**config.mk**
```make
export PLATFORM = sky130hd
export DESIGN_NAME = pipe_hazard_ctrl
export DESIGN_NICKNAME = d
export VERILOG_FILES = /design/src/rtl/pipe_hazard_ctrl.sv
export SDC_FILE = /design/constraint.sdc
export NUM_CORES = 1
export LEC_CHECK = 0
export CORE_UTILIZATION = 38
export DETAILED_ROUTE_END_ITERATION = 7
export PLACE_DENSITY = 0.8
export SYNTH_ARGS = -nofsm -noshare
export SYNTH_HDL_FRONTEND = slang
export SYNTH_SLANG_ARGS = --single-unit
```
**constraint.sdc**
```tcl
create_clock -name clock -period 2.4 [get_ports clock]
set_input_delay 0.36 -clock clock [delete_from_list [all_inputs] [get_ports clock]]
set_output_delay 0.36 -clock clock [all_outputs]
set_load 0.1 [all_outputs]
```
**src/rtl/pipe_hazard_ctrl.sv**
```systemverilog
// Stall/flush sequencer for the 5-stage pipe: combinational controls from FSM state + hazard inputs.
// Optional perf counters (stall_cycles, flush_events) are built when HAZARD_PERF_EN is defined.
module pipe_hazard_ctrl #(
  parameter int MUL_CYCLES = 3,
  parameter int DIV_CYCLES = 33,
  parameter int CNT_W      = 6
) (
  input  logic       clock,
  input  logic       reset,
  input  logic [4:0] id_rs1,
  input  logic [4:0] id_rs2,
  input  logic       id_use_rs1,
  input  logic       id_use_rs2,
  input  logic       id_redirect,
  input  logic       ex_load,
  input  logic       ex_wen,
  input  logic [4:0] ex_rd,
  input  logic       ex_md_valid,
  input  logic       ex_md_is_div,
  input  logic       mem_req,
  input  logic       mem_ack,
  input  logic       trap_i,
  output logic       stall_pc,
  output logic       stall_if_id,
  output logic       flush_if_id,
  output logic       stall_id_ex,
  output logic       flush_id_ex,
  output logic       stall_ex_mem,
  output logic       flush_ex_mem,
  output logic       wb_bubble,
  output logic       md_busy,
  output logic       md_done
`ifdef HAZARD_PERF_EN
  ,
  output logic [63:0] stall_cycles,
  output logic [63:0] flush_events
`endif
);

  typedef enum logic {
    RUN     = 1'b0,
    MD_BUSY = 1'b1
  } state_t;

  // The entry cycle counts as the first EX cycle and cnt==0 is the result cycle, hence N-2.
  localparam logic [CNT_W-1:0] MUL_LD = CNT_W'((MUL_CYCLES > 1) ? MUL_CYCLES - 2 : 0);
  localparam logic [CNT_W-1:0] DIV_LD = CNT_W'((DIV_CYCLES > 1) ? DIV_CYCLES - 2 : 0);
  localparam logic             MUL_MULTI = (MUL_CYCLES > 1);
  localparam logic             DIV_MULTI = (DIV_CYCLES > 1);

  state_t           state;
  state_t           state_nxt;
  logic [CNT_W-1:0] cnt;
  logic [CNT_W-1:0] cnt_nxt;

  logic             mem_stall;
  logic             n_multi;
  logic [CNT_W-1:0] n_load;
  logic             md_enter;
  logic             md_hold;
  logic             md_stall;
  logic             md_fin;
  logic             rs_match;
  logic             load_use;

  assign mem_stall = mem_req && !mem_ack;
  assign n_multi   = ex_md_is_div ? DIV_MULTI : MUL_MULTI;
  assign n_load    = ex_md_is_div ? DIV_LD : MUL_LD;
  assign md_enter  = (state == RUN) && ex_md_valid && n_multi;
  assign md_hold   = (state == MD_BUSY) && (cnt != '0);
  assign md_stall  = md_enter || md_hold;
  assign md_fin    = ((state == RUN) && ex_md_valid && !n_multi) ||
                     ((state == MD_BUSY) && (cnt == '0));
  assign rs_match  = (id_use_rs1 && (id_rs1 == ex_rd)) ||
                     (id_use_rs2 && (id_rs2 == ex_rd));
  assign load_use  = (state == RUN) && ex_load && ex_wen && (ex_rd != 5'd0) && rs_match;

  always_ff @(posedge clock) begin
    if (reset) begin
      state <= RUN;
      cnt   <= '0;
    end else begin
      state <= state_nxt;
      cnt   <= cnt_nxt;
    end
  end

  always_comb begin
    state_nxt = state;
    cnt_nxt   = cnt;
    if (trap_i) begin
      state_nxt = RUN;
      cnt_nxt   = '0;
    end else if (mem_stall) begin
      state_nxt = state;
      cnt_nxt   = cnt;
    end else if (state == RUN) begin
      if (md_enter) begin
        state_nxt = MD_BUSY;
        cnt_nxt   = n_load;
      end
    end else begin
      if (cnt != '0) begin
        cnt_nxt = cnt - CNT_W'(1);
      end else begin
        state_nxt = RUN;
      end
    end
  end

  always_comb begin
    stall_pc     = 1'b0;
    stall_if_id  = 1'b0;
    flush_if_id  = 1'b0;
    stall_id_ex  = 1'b0;
    flush_id_ex  = 1'b0;
    stall_ex_mem = 1'b0;
    flush_ex_mem = 1'b0;
    wb_bubble    = 1'b0;
    md_busy      = 1'b0;
    md_done      = 1'b0;
    if (!reset) begin
      md_busy = (state == MD_BUSY);
      if (trap_i) begin
        flush_if_id  = 1'b1;
        flush_id_ex  = 1'b1;
        flush_ex_mem = 1'b1;
      end else if (mem_stall) begin
        stall_pc     = 1'b1;
        stall_if_id  = 1'b1;
        stall_id_ex  = 1'b1;
        stall_ex_mem = 1'b1;
        wb_bubble    = 1'b1;
      end else if (md_stall) begin
        // MEM gets a bubble while the op sits in EX.
        stall_pc     = 1'b1;
        stall_if_id  = 1'b1;
        stall_id_ex  = 1'b1;
        flush_ex_mem = 1'b1;
      end else begin
        md_done = md_fin;
        if (load_use) begin
          stall_pc    = 1'b1;
          stall_if_id = 1'b1;
          flush_id_ex = 1'b1;
        end else if (id_redirect) begin
          flush_if_id = 1'b1;
        end
      end
    end
  end

`ifdef HAZARD_PERF_EN
  logic any_flush;
  assign any_flush = flush_if_id || flush_id_ex || flush_ex_mem;

  always_ff @(posedge clock) begin
    if (reset) begin
      stall_cycles <= '0;
      flush_events <= '0;
    end else begin
      if (stall_pc && !(&stall_cycles)) begin
        stall_cycles <= stall_cycles + 64'd1;
      end
      if (any_flush && !(&flush_events)) begin
        flush_events <= flush_events + 64'd1;
      end
    end
  end
`endif

endmodule
```
## Word-level counts from Yosys, hierarchy flattened

Index checks and enable logic that the tools add are counted.

| operators by class | value |
|---|---|
| reductions and logical operators | 19 |
| $add $sub $neg | 1 |
| bitwise operators | 2 |
| multiplexer cells | 37 |
| eq/ne operators | 3 |

Operators with widths:

| cell | count |
|---|---|
| two-way mux 1 bit | 33 |
| two-way mux 6 bit | 3 |
| == test 5 bit | 2 |
| logical AND 1 bit | 10 |
| zero test 6 bit | 1 |
| nonzero test 6 bit | 1 |
| subtractor 6 x 1 -> 6 bit (second input constant) | 1 |
| two-way mux 5 bit | 1 |
| nonzero test 5 bit | 1 |
| AND reduction 3 bit | 1 |
| logical OR 1 bit | 2 |
| inequality test 2 x 1 -> 1 bit (second input constant) | 1 |
| inverter 1 bit | 2 |
| nonzero test 2 bit | 1 |
| OR reduction 2 bit | 1 |
| zero test 1 bit | 1 |

| storage, ports and cells | value |
|---|---|
| logic and storage cells | 64 |
| flip-flop bits (word level) | 7 |

## Depth between registers and ports, before layout

| depth | value |
|---|---|
| depth in word-level cells | 10 |
| gate-level depth with buffers | 7 |

## Worst setup path before layout

Ideal clock, no wire load.

| path | value |
|---|---|
| path kind | input-to-output |
| from | input port ex_rd[2] |
| to | output port stall_pc |
| slack | -1.805 ns |
| arrival | 3.845 ns |
| cell stages on the path | 5 |
| required time | 2.040 ns |
| path through | xor2_1 nor4_1 a32oi_1 o31ai_1 buf_4 |

| between the ends | value |
|---|---|
| word-level cells in the longest chain between the ends | 9 |
| elaborated cells between the ends (all ways) | 13 |
| those cells by class | 2 x eq/ne; 5 x mux; 6 x reduce/logical |

Ends and longest elaborated chain:

| element | line | source |
|---|---|---|
| start: declaration | 17 | `input logic [4:0] ex_rd,` |
| == test 5 bit, on equally long branches | 74, 75 |  |
| logical AND 1 bit, on equally long branches | 74, 75 |  |
| logical OR 1 bit | 74 | `assign rs_match = (id_use_rs1 && (id_rs1 == ex_rd)) \|\|` |
| logical AND 1 bit * | 76 | `assign load_use = (state == RUN) && ex_load && ex_wen && (ex_rd != 5'd0) && rs_match;` |
| two-way mux 1 bit * (5 in series) | n/a |  |
| end: declaration | 23 | `output logic stall_pc,` |

Mark *: on every way between the ends. The rest lies on a longest branch, timed or not.

## Final worst setup path

| path | value |
|---|---|
| from | input port ex_rd[0] |
| to | output port flush_if_id |

| between the ends | value |
|---|---|
| word-level cells in the longest chain between the ends | 9 |
| elaborated cells between the ends (all ways) | 13 |
| those cells by class | 2 x eq/ne; 5 x mux; 6 x reduce/logical |

Ends and longest elaborated chain:

| element | line | source |
|---|---|---|
| == test 5 bit, on equally long branches | 74, 75 |  |
| logical AND 1 bit, on equally long branches | 74, 75 |  |
| logical OR 1 bit | 74 |  |
| logical AND 1 bit * | 76 |  |
| two-way mux 1 bit * | 142 | `if (load_use) begin` |
| two-way mux 1 bit * | 134 | `end else if (md_stall) begin` |
| two-way mux 1 bit * | 128 | `end else if (mem_stall) begin` |
| two-way mux 1 bit * | 124 | `if (trap_i) begin` |
| two-way mux 1 bit * | 122 | `if (!reset) begin` |
| end: declaration | 25 | `output logic flush_if_id,` |

Marked as above.

==> results.md <==
* Status: finished clean
* Synth area leader: dfxtp_1
* Mapped Avg Cell Area at 8.40 µm²
* Finished Layout Cells at 160
* CTS max path bufs at 2
* Critical Path End Type: output port
* Avg WL per Cell at 16.6 µm
* First-pass GRT wire length at 4.06 mm
* Tmin final at 2380 ps
* Fin worst setup slack at 22.9 ps
* Final period util at 99.0%
* Leakage at 0.547 nW
* Unrepaired setup endpoints after global routing: true
* F_max at 421 MHz
* Top_reg_cell synth: dfxtp_1
* Routability cong. at 0.793
* Layout Nets at 165
* Syn. warnings at 0
* Max VDD drop at 0.355 mV
* Worst reg2reg startpoint: cnt[0]
* Syn_nets at 113
* Final-layout fill cell count at 105
* Via count at 833
* Final hold violation count at 0
* Clock transition at path regs at 50 ps
* Largest net degree at the start of global routing at 12
* CTS Sinks at 7
* DIE WIDTH at 45.1 µm
* Top area cells in the synthesized netlist: dfxtp_1 20%, xor2_1 9.9%, mux2i_1 5.7%, nor2_1 4.3%, a31oi_1 3.5%
* Max-slew violations at 0
* ANT nets after route at 0
* FF+latch count, synth at 7
* Die height at 45.1 µm
* Initial antenna violation count at 0
* CP Launch Type: input pin
* CP required at 2040 ps
* Worst Path Max Fanout at 3
* Post-synth top area share at 19.9%
* Port Buffers at 36
* Netlist area before placement at 706 µm²
* Critical path arrival at 2020 ps
* Post-Place Setup Slack at -203 ps
* Sequential-to-total area share from yosys stat at 19.9%
* # setup viols final at 0
* DR DRC count at 0
* Layout cell share with drive strength beyond 1 at 36.3%
* Syn-to-layout area delta at 96.6%
* Rows at 15
* Worst path slowest cell: a221o_2
* Placed cell count at 154
* Die area at 2030 µm²
* CP Class: input pin to output port
* Worst Clk Skew at 0.734 ps
* Setup TNS Final at 0 ps
* Netlist cell types at 39
* Post-synth top cells: 8 x nor2_1, 8 x xor2_1, 7 x dfxtp_1
* Power per cell area at 381 nW/µm²
* Hold_sp: cnt[5]
* Worst-Margin Slew at 448 ps
* # Max-Cap Violations at 0
* Initial DRC Count at 5
* Clk Tree Root Cell: clkbuf_4
* Worst r2r path cells at 8
* CTS Buf Count at 3
* Antenna Cells at 0
* Vias in the first global route at 879
* Drt first pass iters at 4
* Post-DR vias/cell at 5.21
* Total chip power at 529 µW
* Hold Path End: cnt[5]
* Initial Util at 40.9%
* Core area at 1730 µm²
* Slew headroom at 70.1%
* All-Layer GR Usage at 29.0%
* H-tree levels at 1
* Post-Syn Instances at 84
* RR Endpoint: cnt[3]
* HPWL Detailed at 2.05 mm
* Asr flop ratio synth at 0%
* Clk_lat worst skew at 260 ps
* Ports at 37
* Drt total wl at 2.65 mm
* Cell-by-cell trace of the critical path: clkdlybuf4s15_1 > buf_4 > xor2_1 > nor4_2 > a32oi_2 > a221o_2 > buf_12
* Worst hold-check path type: flip-flop to flip-flop
* Critical path's largest stage delay at 420 ps
* Hold slack at 502 ps
* GR Overflow Total at 0
* Post-synth EDFFs at 0
* Hold Path Cell Cnt at 2
* FF-to-FF setup slack at 550 ps
* TritonCTS clock tree: done
-- sequential cells by signal, indices dropped and copies added (netlist names) --
register  count
cnt           6
state         1
-- routing by layer --
metal  wire length (µm)  vias up  global-route usage, %
met2               1390       27                   53.3
li1                   -      408                      -
met1               1070      393                   31.5
met3                144        5                   4.80
met4                 40        0                   14.5
met5                  0        -                      0
-- area by class of cell --
class                   count  area (µm²)  share of cell area [%]
clock buffers               4        26.3                    1.89
inverters                   5        18.8                    1.35
multi-input cells          67         599                    43.2
well taps                  25        31.3                    2.25
flip-flops and latches      7         143                    10.3
repair buffers             52         569                    41.0
-- logic make-up after synthesis --
kind of cell,synth area share (%)
simple gates,26.2
compound gates,25.4
xor+xnor,12.4
buf+inv,6.92
flops,19.9
mux,5.67
fa+ha+maj,3.55
-- critical path: cells and delay by family --
kind	cells	cell delay, ps
buffers and inverters	3	550
xor gates and xnor gates	1	190
and+or+nand+nor	1	330
AOI/OAI and AO/OA	2	580
-- worst max-delay path by stage --
stage | start | to | slack [ps] | cells past startpoint
after floorplan | ex_rd[2] | stall_pc | -130 | 5
after global placement | ex_rd[0] | flush_if_id | -160 | 6
after detailed placement | ex_rd[0] | stall_if_id | -200 | 7
after CTS | cnt[1] | flush_if_id | 30 | 8
after global routing | ex_rd[0] | flush_if_id | -60 | 7
final | ex_rd[0] | flush_if_id | 20 | 7
-- stage by stage --
step	util [%]	area, µm²
finish	80.4	1390
CTS	78.9	1360
global route	80.4	1390
global placement	75.9	1310
detailed placement	75.9	1310
floorplan	-	757
-- where the power goes --
part	switching (mW)	internal, mW
combinational	0.157	0.132
sequential	0.00622	0.122
clock	0.0479	0.0637
-- layout by cell type, fill, tap and decap left out, types with 4 or more instances in the layout --
cell type        count
nor2_1               7
nand2_1              4
clkdlybuf4s50_1     16
buf_4               16
dlygate4sd2_1        9
inv_1                5
a31oi_1              4
buf_12              10
xor2_1               8
mux2i_1              4
dfxtp_1              5
-- timing repair --
item,CTS,global route
setup endpoints to repair,4,5
endpoints found under the hold margin,0,0
gates resized for setup,15,4
setup buffers,2,0
pin swaps,6,2
hold buffers,0,0
Power figures use the tool's default switching activity.
